`config.mk`:
```
export PLATFORM = sky130hd
export DESIGN_NAME = status_packet_tx
export DESIGN_NICKNAME = d
export VERILOG_FILES = /design/src/rtl/status_packet_tx.sv
export SDC_FILE = /design/constraint.sdc
export NUM_CORES = 1
export LEC_CHECK = 0
export CAP_MARGIN = 0
export CORE_ASPECT_RATIO = 0.75
export CORE_MARGIN = 5
export CORE_UTILIZATION = 58
export DETAILED_ROUTE_END_ITERATION = 10
export GPL_TIMING_DRIVEN = 0
export PLACE_DENSITY = 0.85
export SLEW_MARGIN = 40
export SYNTH_ARGS = -nofsm -noshare
export SYNTH_HDL_FRONTEND = slang
export SYNTH_SLANG_ARGS = --single-unit
```
`constraint.sdc`:
```
create_clock -name clk -period 4.6 [get_ports clk]
set_clock_uncertainty 0.2 [all_clocks]
set_input_delay 0.46 -clock clk [delete_from_list [all_inputs] [get_ports clk]]
set_output_delay 0.46 -clock clk [all_outputs]
set_load 0.05 [all_outputs]
```
`src/rtl/status_packet_tx.sv`:
```
// Byte-serial status packet transmitter: address, {seq, status[25:24]}, then PAYLOAD_BYTES payload bytes.
// Optional REQ watchdog enabled by defining STATUS_PACKET_TX_WATCHDOG_EN.
module status_packet_tx #(
  parameter logic [7:0]  STATUS_REG_ADDR = 8'h00,
  parameter int unsigned PAYLOAD_BYTES   = 3,
  parameter int          WD_CYCLES       = 255
) (
  input  logic        clk,
  input  logic        rst,
  input  logic        ctrl_we,
  input  logic [7:0]  ctrl_data,
  input  logic [25:0] status,
  output logic [7:0]  ad,
  output logic        rq,
  input  logic        start,
  output logic        busy,
  output logic        sent,
  output logic        wd_err
);

  typedef enum logic [1:0] {IDLE, REQ, SEND, GAP} state_t;

  localparam logic [2:0]  LAST_BYTE = 3'(PAYLOAD_BYTES + 1);
  localparam logic [23:0] PAY_MASK  = 24'((32'd1 << (8 * PAYLOAD_BYTES)) - 32'd1);

  state_t      state_q, state_d;
  logic [2:0]  cnt_q, cnt_d;
  logic [1:0]  mode_q, mode_d;
  logic [5:0]  seq_q, seq_d;
  logic        pend_q, pend_d;
  logic [5:0]  snap_seq_q, snap_seq_d;
  logic [25:0] snap_status_q, snap_status_d;
  logic [7:0]  ad_q, ad_d;
  logic        rq_q, rq_d;
  logic        busy_q, busy_d;
  logic        sent_q, sent_d;
  logic        launch;
  logic        changed;
  logic        wd_timeout;

  always_ff @(posedge clk or negedge rst) begin
    if (!rst) begin
      state_q       <= IDLE;
      cnt_q         <= '0;
      mode_q        <= '0;
      seq_q         <= '0;
      pend_q        <= 1'b0;
      snap_seq_q    <= '0;
      snap_status_q <= '0;
      ad_q          <= '0;
      rq_q          <= 1'b0;
      busy_q        <= 1'b0;
      sent_q        <= 1'b0;
    end else begin
      state_q       <= state_d;
      cnt_q         <= cnt_d;
      mode_q        <= mode_d;
      seq_q         <= seq_d;
      pend_q        <= pend_d;
      snap_seq_q    <= snap_seq_d;
      snap_status_q <= snap_status_d;
      ad_q          <= ad_d;
      rq_q          <= rq_d;
      busy_q        <= busy_d;
      sent_q        <= sent_d;
    end
  end

  always_comb begin
    state_d = state_q;
    cnt_d   = cnt_q;
    case (state_q)
      IDLE: if (pend_q) state_d = REQ;
      REQ: begin
        if (start) begin
          state_d = SEND;
          cnt_d   = 3'd1;
        end else if (wd_timeout) begin
          state_d = GAP;
        end
      end
      SEND: begin
        if (cnt_q == LAST_BYTE) state_d = GAP;
        else                    cnt_d   = cnt_q + 3'd1;
      end
      GAP:     state_d = pend_q ? REQ : IDLE;
      default: state_d = IDLE;
    endcase
  end

  assign launch = (state_d == REQ) && (state_q != REQ);

  // Change detection runs against the post-launch snapshot so a same-cycle event is re-evaluated, not dropped.
  always_comb begin
    mode_d        = mode_q;
    seq_d         = seq_q;
    pend_d        = pend_q;
    snap_seq_d    = snap_seq_q;
    snap_status_d = snap_status_q;
    if (launch) begin
      snap_seq_d    = seq_q;
      snap_status_d = status;
      pend_d        = 1'b0;
    end
    changed = (status[25:24] != snap_status_d[25:24]) ||
              (((status[23:0] ^ snap_status_d[23:0]) & PAY_MASK) != '0);
    if ((mode_q == 2'd3) && changed) pend_d = 1'b1;
    if (wd_timeout) pend_d = 1'b1;
    if (ctrl_we) begin
      mode_d = (ctrl_data[1:0] == 2'd2) ? 2'd0 : ctrl_data[1:0];
      seq_d  = ctrl_data[7:2];
      pend_d = ctrl_data[0];
    end
  end

  always_comb begin
    rq_d   = (state_d == REQ) || (state_d == SEND);
    busy_d = (state_d != IDLE);
    sent_d = (state_d == GAP) && (state_q == SEND);
    ad_d   = '0;
    case (state_d)
      REQ: ad_d = STATUS_REG_ADDR;
      SEND: begin
        case (cnt_d)
          3'd1:    ad_d = {snap_seq_q, snap_status_q[25:24]};
          3'd2:    ad_d = snap_status_q[7:0];
          3'd3:    ad_d = snap_status_q[15:8];
          default: ad_d = snap_status_q[23:16];
        endcase
      end
      default: ad_d = '0;
    endcase
  end

  assign ad   = ad_q;
  assign rq   = rq_q;
  assign busy = busy_q;
  assign sent = sent_q;

`ifdef STATUS_PACKET_TX_WATCHDOG_EN
  localparam int unsigned WDW = $clog2(WD_CYCLES + 1);

  logic [WDW-1:0] wd_cnt_q, wd_cnt_d;
  logic           wd_err_q, wd_err_d;

  assign wd_timeout = (state_q == REQ) && !start && (wd_cnt_q == WDW'(WD_CYCLES - 1));

  always_comb begin
    wd_cnt_d = (state_q == REQ) ? wd_cnt_q + 1'b1 : '0;
    wd_err_d = wd_err_q;
    if (ctrl_we)    wd_err_d = 1'b0;
    if (wd_timeout) wd_err_d = 1'b1;
  end

  always_ff @(posedge clk or negedge rst) begin
    if (!rst) begin
      wd_cnt_q <= '0;
      wd_err_q <= 1'b0;
    end else begin
      wd_cnt_q <= wd_cnt_d;
      wd_err_q <= wd_err_d;
    end
  end

  assign wd_err = wd_err_q;
`else
  assign wd_timeout = 1'b0;
  // Always 0: WD_CYCLES is non-negative.
  assign wd_err     = (WD_CYCLES < 0);
`endif

endmodule

```
==> flow_summary_export.csv, run 1 <==
group,metric,value,unit
run_status,status,"complete, no violations",
placed_design,placed_cell_area,3719,um2
synth,synth_fp_nets,313,
route,final_antenna_net_count,0,
synth,synth_top_flop_cell,"dfrtp_1",
timing,rsz0062_at_grt,"false",
clock_tree,hold_buffers,1,
worst_setup_path,reg2reg_slack,1470,ps
finish,final_nets,374,
finish,layout_commonest_cell,"dfrtp_1",
clock_tree,htree_num_levels,3,
worst_setup_path,criticalPathCategory,"reg2reg",
die,chipHeight,73.59,um
finish,insertedDiodeCount,0,
global_route,track_usage,23.22,%
die,start_util,59.05,%
worst_setup_path,cp_data_required_time,4610,ps
power_and_ir_drop,powerDensity,695.6,nW/um2
worst_setup_path,crit_path_end_kind,"register",
placed_design,numPortBuffers,48,
route,first_pass_iters,4,
route,vias_per_cell,5.623,
route,drc,0,
synth,avgSynthCellArea,11.80,um2
worst_setup_path,worstPathArrival,3140,ps
route,drt-initial-drc-count,167,
clock_tree,post_cts_buffers,0,
die,row_count,23,
global_route,grt_max_degree,32,
timing,tightest_slew,524.8,ps
timing,fin_crit_sh,68.10,%
global_route,grt_pass1_vias,2401,
placed_design,dpl.hpwl,5.235,mm
finish,final_cell_mix,"dfrtp_1 (57), clkdlybuf4s50_1 (47), mux2_2 (39)",
worst_setup_path,cp-start-kind,"register",
finish,area_delta_synth_final,26.29,%
finish,stdcell_area,3949,um2
clock_tree,cts_made_buffers,9,
die,die-area,6974,um2
synth,yosysWarnings,0,
route,wl,7.106,mm
timing,slew_violations,0,
synth,netlist_instances,265,
finish,drive_gt1_share,22.66,%
power_and_ir_drop,p_total,0.002747,W
clock_tree,clk_transition_reported_paths,60,ps
synth,synth_cell_types,43,
synth,synth_area,3127,um2
worst_setup_path,crit_fanout,10,
die,core-area,5295,um2
global_route,antenna_found_initial,0,
clock_tree,clk_path_buf_depth,2,
synth,yosysSeqAreaShare,45.62,%
timing,min_period,3133,ps
timing,setup_viol,0,
synth,async_flop_share,100.0,%
die,fp.dieW,94.78,um
power_and_ir_drop,p_leak,1.678,nW
placed_design,gp_congestion,0.8023,
synth,synth_edf_count,0,
power_and_ir_drop,peakVddDrop,0.2597,mV
synth,synth-seq-cells,57,
clock_tree,ctsRootBufferMaster,"clkbuf_8",
clock_tree,cts_tree,"done",
timing,fin_setup_tns,0,ps
clock_tree,cts.repair.resized,0,
min_path,holdPathStages,1,
global_route,overflow,0,
timing,slew_headroom,64.90,%
global_route,grt_pass1_wl,11.92,mm
finish,final_util,74.57,%
route,route.vias.total,2283,
clock_tree,cts.sinks,57,
route,routedWlPerCell,17.50,um
run,max_cap_violations,0,
die,io_pins,50,
timing,hold_viol_final,0,
min_path,hp-class,"reg2reg",
clock_tree,worstSkewPairLatency,340,ps
worst_setup_path,rr_worst_depth,13,
timing,fmax,319.2,MHz
-- Yosys cell counts, types with 2 or more instances --
cell type  count  area (um2)
a211oi_1       7       52.55
a21oi_1       20       100.1
and2_0         3       18.77
and2_1        14       87.58
buf_1          2       7.510
buf_2          5       25.02
buf_4          2       15.01
buf_6          3       33.78
clkbuf_1       2       7.510
dfrtp_1       57        1426
ha_1          10       125.1
inv_1          9       33.78
mux2_2        39       439.2
mux2i_1        9       90.09
nand2_1       11       41.29
nand2b_1       2       12.51
nand3_1        5       25.02
nand4_1        2       12.51
nor2_1         3       11.26
nor4_1         5       31.28
o21ai_0        2       10.01
o221a_1        8       90.09
xnor2_1       10       87.58
xor2_1        16       140.1
-- cell type report --
cell class	instances	area, um2
Timing Repair Buffer	50	508.0
Inverter	10	37.54
Clock inverter	5	78.83
Sequential cell	57	1426
Clock buffer	11	141.4
Fill cell	389	1346
Tap cell	75	93.84
Buffer	14	88.84
Multi-Input combinational cell	184	1574
-- logic make-up after synthesis --
| group | synth area share [%] |
|---|---|
| AOI/OAI and AO/OA | 11.33 |
| xor gates and xnor gates | 7.283 |
| adders and majority gates | 4.002 |
| buffers and inverters | 4.041 |
| DFF | 45.62 |
| muxes | 17.65 |
| other | 0.1199 |
| and+or+nand+nor | 9.964 |
-- critical path, stage by stage, from the launching register on --
cell      delay (ps)
dfrtp_1          410
inv_1            100
ha_1             260
nor2b_4          270
o22ai_1          100
o22a_1           230
inv_1            110
ha_1             150
nor2b_1          130
clkbuf_1         290
buf_2            380
nor3b_1          100
a21oi_1          170
o31ai_1          100
-- power breakdown --
group          switching, W  leakage, nW  internal [W]
registers          0.000170        0.692      0.000706
logic              0.000695        0.872      0.000660
clock network      0.000197        0.113      0.000319
-- state kept, by name (all words and copies together) (netlist names) --
register / flops
snap_status_q: 26
ad: 8
seq_q: 6
snap_seq_q: 6
cnt_q: 3
mode_q: 2
state_q: 2
busy: 1
pend_q: 1
rq: 1
sent: 1
-- metrics by stage --
step | cells | hold slack [ps] | setup slack, ps
floorplan | 265 | -35.59 | 1932
global placement | 388 | 287.3 | 1142
detailed placement | 389 | 195.0 | 1331
CTS | 406 | 306.1 | 1490
global route | 406 | 323.3 | 1291
finish | 406 | 303.6 | 1467
-- final timing paths --
| kind | start | endpoint |
|---|---|---|
| max | state_q[1]$_DFF_PN0_ | pend_q$_DFFE_PN0P_ |
| min | seq_q[2]$_DFFE_PN0P_ | seq_q[2]$_DFFE_PN0P_ |
| max reg2reg | state_q[1]$_DFF_PN0_ | pend_q$_DFFE_PN0P_ |
| min reg2reg | seq_q[2]$_DFFE_PN0P_ | seq_q[2]$_DFFE_PN0P_ |
| max in group asynchronous | rst | seq_q[2]$_DFFE_PN0P_ |
| min in group asynchronous | rst | ad[4]$_DFF_PN0_ |
-- layer usage --
metal	global-route usage (%)	share of wire, %
met1	29.89	43
met3	7.062	6.1
met4	10.24	2.5
met2	36.41	48
met5	0	0
Power figures use the tool's default switching activity.
==> run 2: changes to the inputs <==
--- a/config.mk
+++ b/config.mk
@@ -8,10 +8,10 @@
 export CAP_MARGIN = 0
 export CORE_ASPECT_RATIO = 0.75
 export CORE_MARGIN = 5
-export CORE_UTILIZATION = 58
+export CORE_UTILIZATION = 54
 export DETAILED_ROUTE_END_ITERATION = 10
 export GPL_TIMING_DRIVEN = 0
-export PLACE_DENSITY = 0.85
+export PLACE_DENSITY = 0.8
 export SLEW_MARGIN = 40
 export SYNTH_ARGS = -nofsm -noshare
 export SYNTH_HDL_FRONTEND = slang
==> constraint.sdc (replaced) <==
create_clock -name clk -period 2.91 [get_ports clk]
set_clock_uncertainty 0.2 [all_clocks]
set_input_delay 0.291 -clock clk [delete_from_list [all_inputs] [get_ports clk]]
set_output_delay 0.291 -clock clk [all_outputs]
set_load 0.05 [all_outputs]
==> run 2 against run 1 <==
Compared with the run above: register-to-register slack got worse by 1300 ps; fmax increased by 14%; final area increased by 0.92%; sequential power increased by 59%; critical endpoint is now snap_status_q[15]$_DFF_PN0_.
==> flow_summary_export.csv, run 2 (synthesis gave the netlist of run 1 again) <==
group,metric,value,unit
clock_tree,clk_transition_reported_paths,70,ps
run,max_cap_violations,0,
route,route.vias.total,2196,
worst_setup_path,crit_path_end_kind,"register",
die,row_count,24,
die,die-area,7428,um2
placed_design,dpl.hpwl,4.873,mm
route,routedWlPerCell,16.00,um
global_route,track_usage,18.33,%
finish,final_util,69.85,%
clock_tree,worstSkewPairLatency,340,ps
global_route,overflow,0,
worst_setup_path,crit_fanout,10,
power_and_ir_drop,p_total,0.004267,W
power_and_ir_drop,powerDensity,1071,nW/um2
die,start_util,54.80,%
power_and_ir_drop,p_clk_share,15.5,%
die,fp.dieW,97.87,um
global_route,grt_pass1_vias,2144,
worst_setup_path,crit_family,"buffers and inverters",
worst_setup_path,crit_chain,"inv_1, ha_1, buf_6, and3_1, o22ai_2, o22a_1, inv_1, ha_1, nor2b_1, buf_4, buf_6, mux2_2",
timing,fin_crit_sh,94.11,%
worst_setup_path,cp_data_required_time,2940,ps
timing,slew_headroom,65.03,%
finish,largest_reg_flops,26,
finish,final_cell_mix,"dfrtp_1 (57), clkdlybuf4s50_1 (47), mux2_2 (39)",
finish,area_delta_synth_final,27.45,%
worst_setup_path,worstPathArrival,2760,ps
power_and_ir_drop,cellInternalPower,0.002585,W
clock_tree,cts_tree,"done",
route,drc,0,
worst_setup_path,cp-start-kind,"register",
finish,final_cell_count_no_fill,413,
run_status,status,"complete, no violations",
timing,setup_viol,0,
route,drt-initial-drc-count,139,
die,io_pins,50,
timing,tightest_slew,524.6,ps
finish,n_fill_cell,422,
power_and_ir_drop,combinationalPowerShare,52.0,%
timing,min_period,2739,ps
worst_setup_path,criticalPathCategory,"reg2reg",
placed_design,dp.cells,392,
power_and_ir_drop,pwr-share-seq,32.5,%
power_and_ir_drop,power.switching,0.001682,W
clock_tree,htree_num_levels,3,
global_route,grt_max_degree,33,
finish,layout_commonest_cell,"dfrtp_1",
placed_design,numPortBuffers,48,
power_and_ir_drop,p_leak,1.686,nW
finish,top_register,"snap_status_q",
clock_tree,clk_path_buf_depth,2,
clock_tree,cts.sinks,57,
finish,insertedDiodeCount,0,
clock_tree,cts_made_buffers,9,
worst_setup_path,cp.buffers_inverters,5,
route,wl,6.609,mm
route,final_antenna_net_count,0,
power_and_ir_drop,peakVddDrop,0.5567,mV
finish,final_nets,378,
die,core-area,5705,um2
die,chipHeight,75.90,um
global_route,grt_pass1_wl,10.61,mm
timing,slew_violations,0,
finish,drive_gt1_share,24.78,%
clock_tree,ctsRootBufferMaster,"clkbuf_8",
min_path,hp-class,"in2async",
worst_setup_path,crit_path_max_incr_delay,430,ps
power_and_ir_drop,swShare,39.42,%
global_route,antenna_found_initial,0,
worst_setup_path,cpMaxStageDelayCell,"dfrtp_1",
timing,hold_viol_final,0,
placed_design,gp_congestion,0.8383,
route,vias_per_cell,5.317,
route,first_pass_iters,4,
timing,fmax,365.1,MHz
run 2: power by group through the flow:
stage | combinational (W) | clock, W | sequential (W)
floorplan | 0.00150 | 0 | 0.00144
global placement | 0.00203 | 0 | 0.00137
detailed placement | 0.00209 | 0 | 0.00139
CTS | 0.00212 | 0.000677 | 0.00138
global route | 0.00240 | 0.000720 | 0.00141
finish | 0.00222 | 0.000661 | 0.00139
run 2: final timing paths:
path | startpoint | endpoint | slack, ps | depth (start not counted)
worst max-delay path | state_q[0]$_DFF_PN0_ | snap_status_q[15]$_DFF_PN0_ | 170 | 12
worst max register to register | state_q[0]$_DFF_PN0_ | snap_status_q[15]$_DFF_PN0_ | 170 | 12
min in group clk | seq_q[5]$_DFFE_PN0P_ | seq_q[5]$_DFFE_PN0P_ | 300 | 1
worst min register to register | seq_q[5]$_DFFE_PN0P_ | seq_q[5]$_DFFE_PN0P_ | 300 | 1
max in group asynchronous | rst | snap_status_q[25]$_DFF_PN0_ | 1840 | 3
worst min-delay path | rst | ad[4]$_DFF_PN0_ | 190 | 2
run 2: per-layer routing:
metal / share of wire (%) / vias to the layer above / GRT usage, %
met1: 45 / 1054 / 24.50
met2: 47 / 67 / 27.04
li1: - / 1061 / -
met3: 7.1 / 14 / 7.431
met5: 0 / - / 0
met4: 1.7 / 0 / 6.224
run 2: area by class of cell:
cell class | count | area (um2) | area share, %
Multi-Input combinational cell | 184 | 1585 | 39.78
Sequential cell | 57 | 1426 | 35.79
Timing Repair Buffer | 54 | 538.0 | 13.50
Clock buffer | 10 | 137.6 | 3.454
Buffer | 14 | 118.9 | 2.983
Tap cell | 78 | 97.59 | 2.449
Clock inverter | 6 | 43.79 | 1.099
Inverter | 10 | 37.54 | 0.9419
run 2: per-stage QoR:
step | setup WS, ps | setup TNS [ps] | hold WS, ps | instance area (um2)
floorplan | 242.4 | 0 | -204.6 | 3127
global placement | -413.5 | -28130 | 287.0 | 3705
detailed placement | -221.8 | -5698 | 28.30 | 3722
CTS | 29.25 | 0 | 194.8 | 3923
global route | -27.55 | -224.1 | 204.0 | 3985
finish | 171.3 | 0 | 190.3 | 3985
run 2: worst register-to-register path, cell delays in order, from the launching register on:
cell     delay [ps]
dfrtp_1         430
inv_1           100
ha_1            170
buf_6           150
and3_1          170
o22ai_2          70
o22a_1          250
inv_1           100
ha_1            140
nor2b_1         140
buf_4           170
buf_6           180
mux2_2          350
run 2: repair_timing:
item | in CTS | in global routing
pin swaps | 0 | 1
hold buffers | 1 | 0
hold endpoints to repair | 57 | 0
buffers inserted | 0 | 4
resized for setup | 4 | 11
setup endpoints to repair | 29 | 29
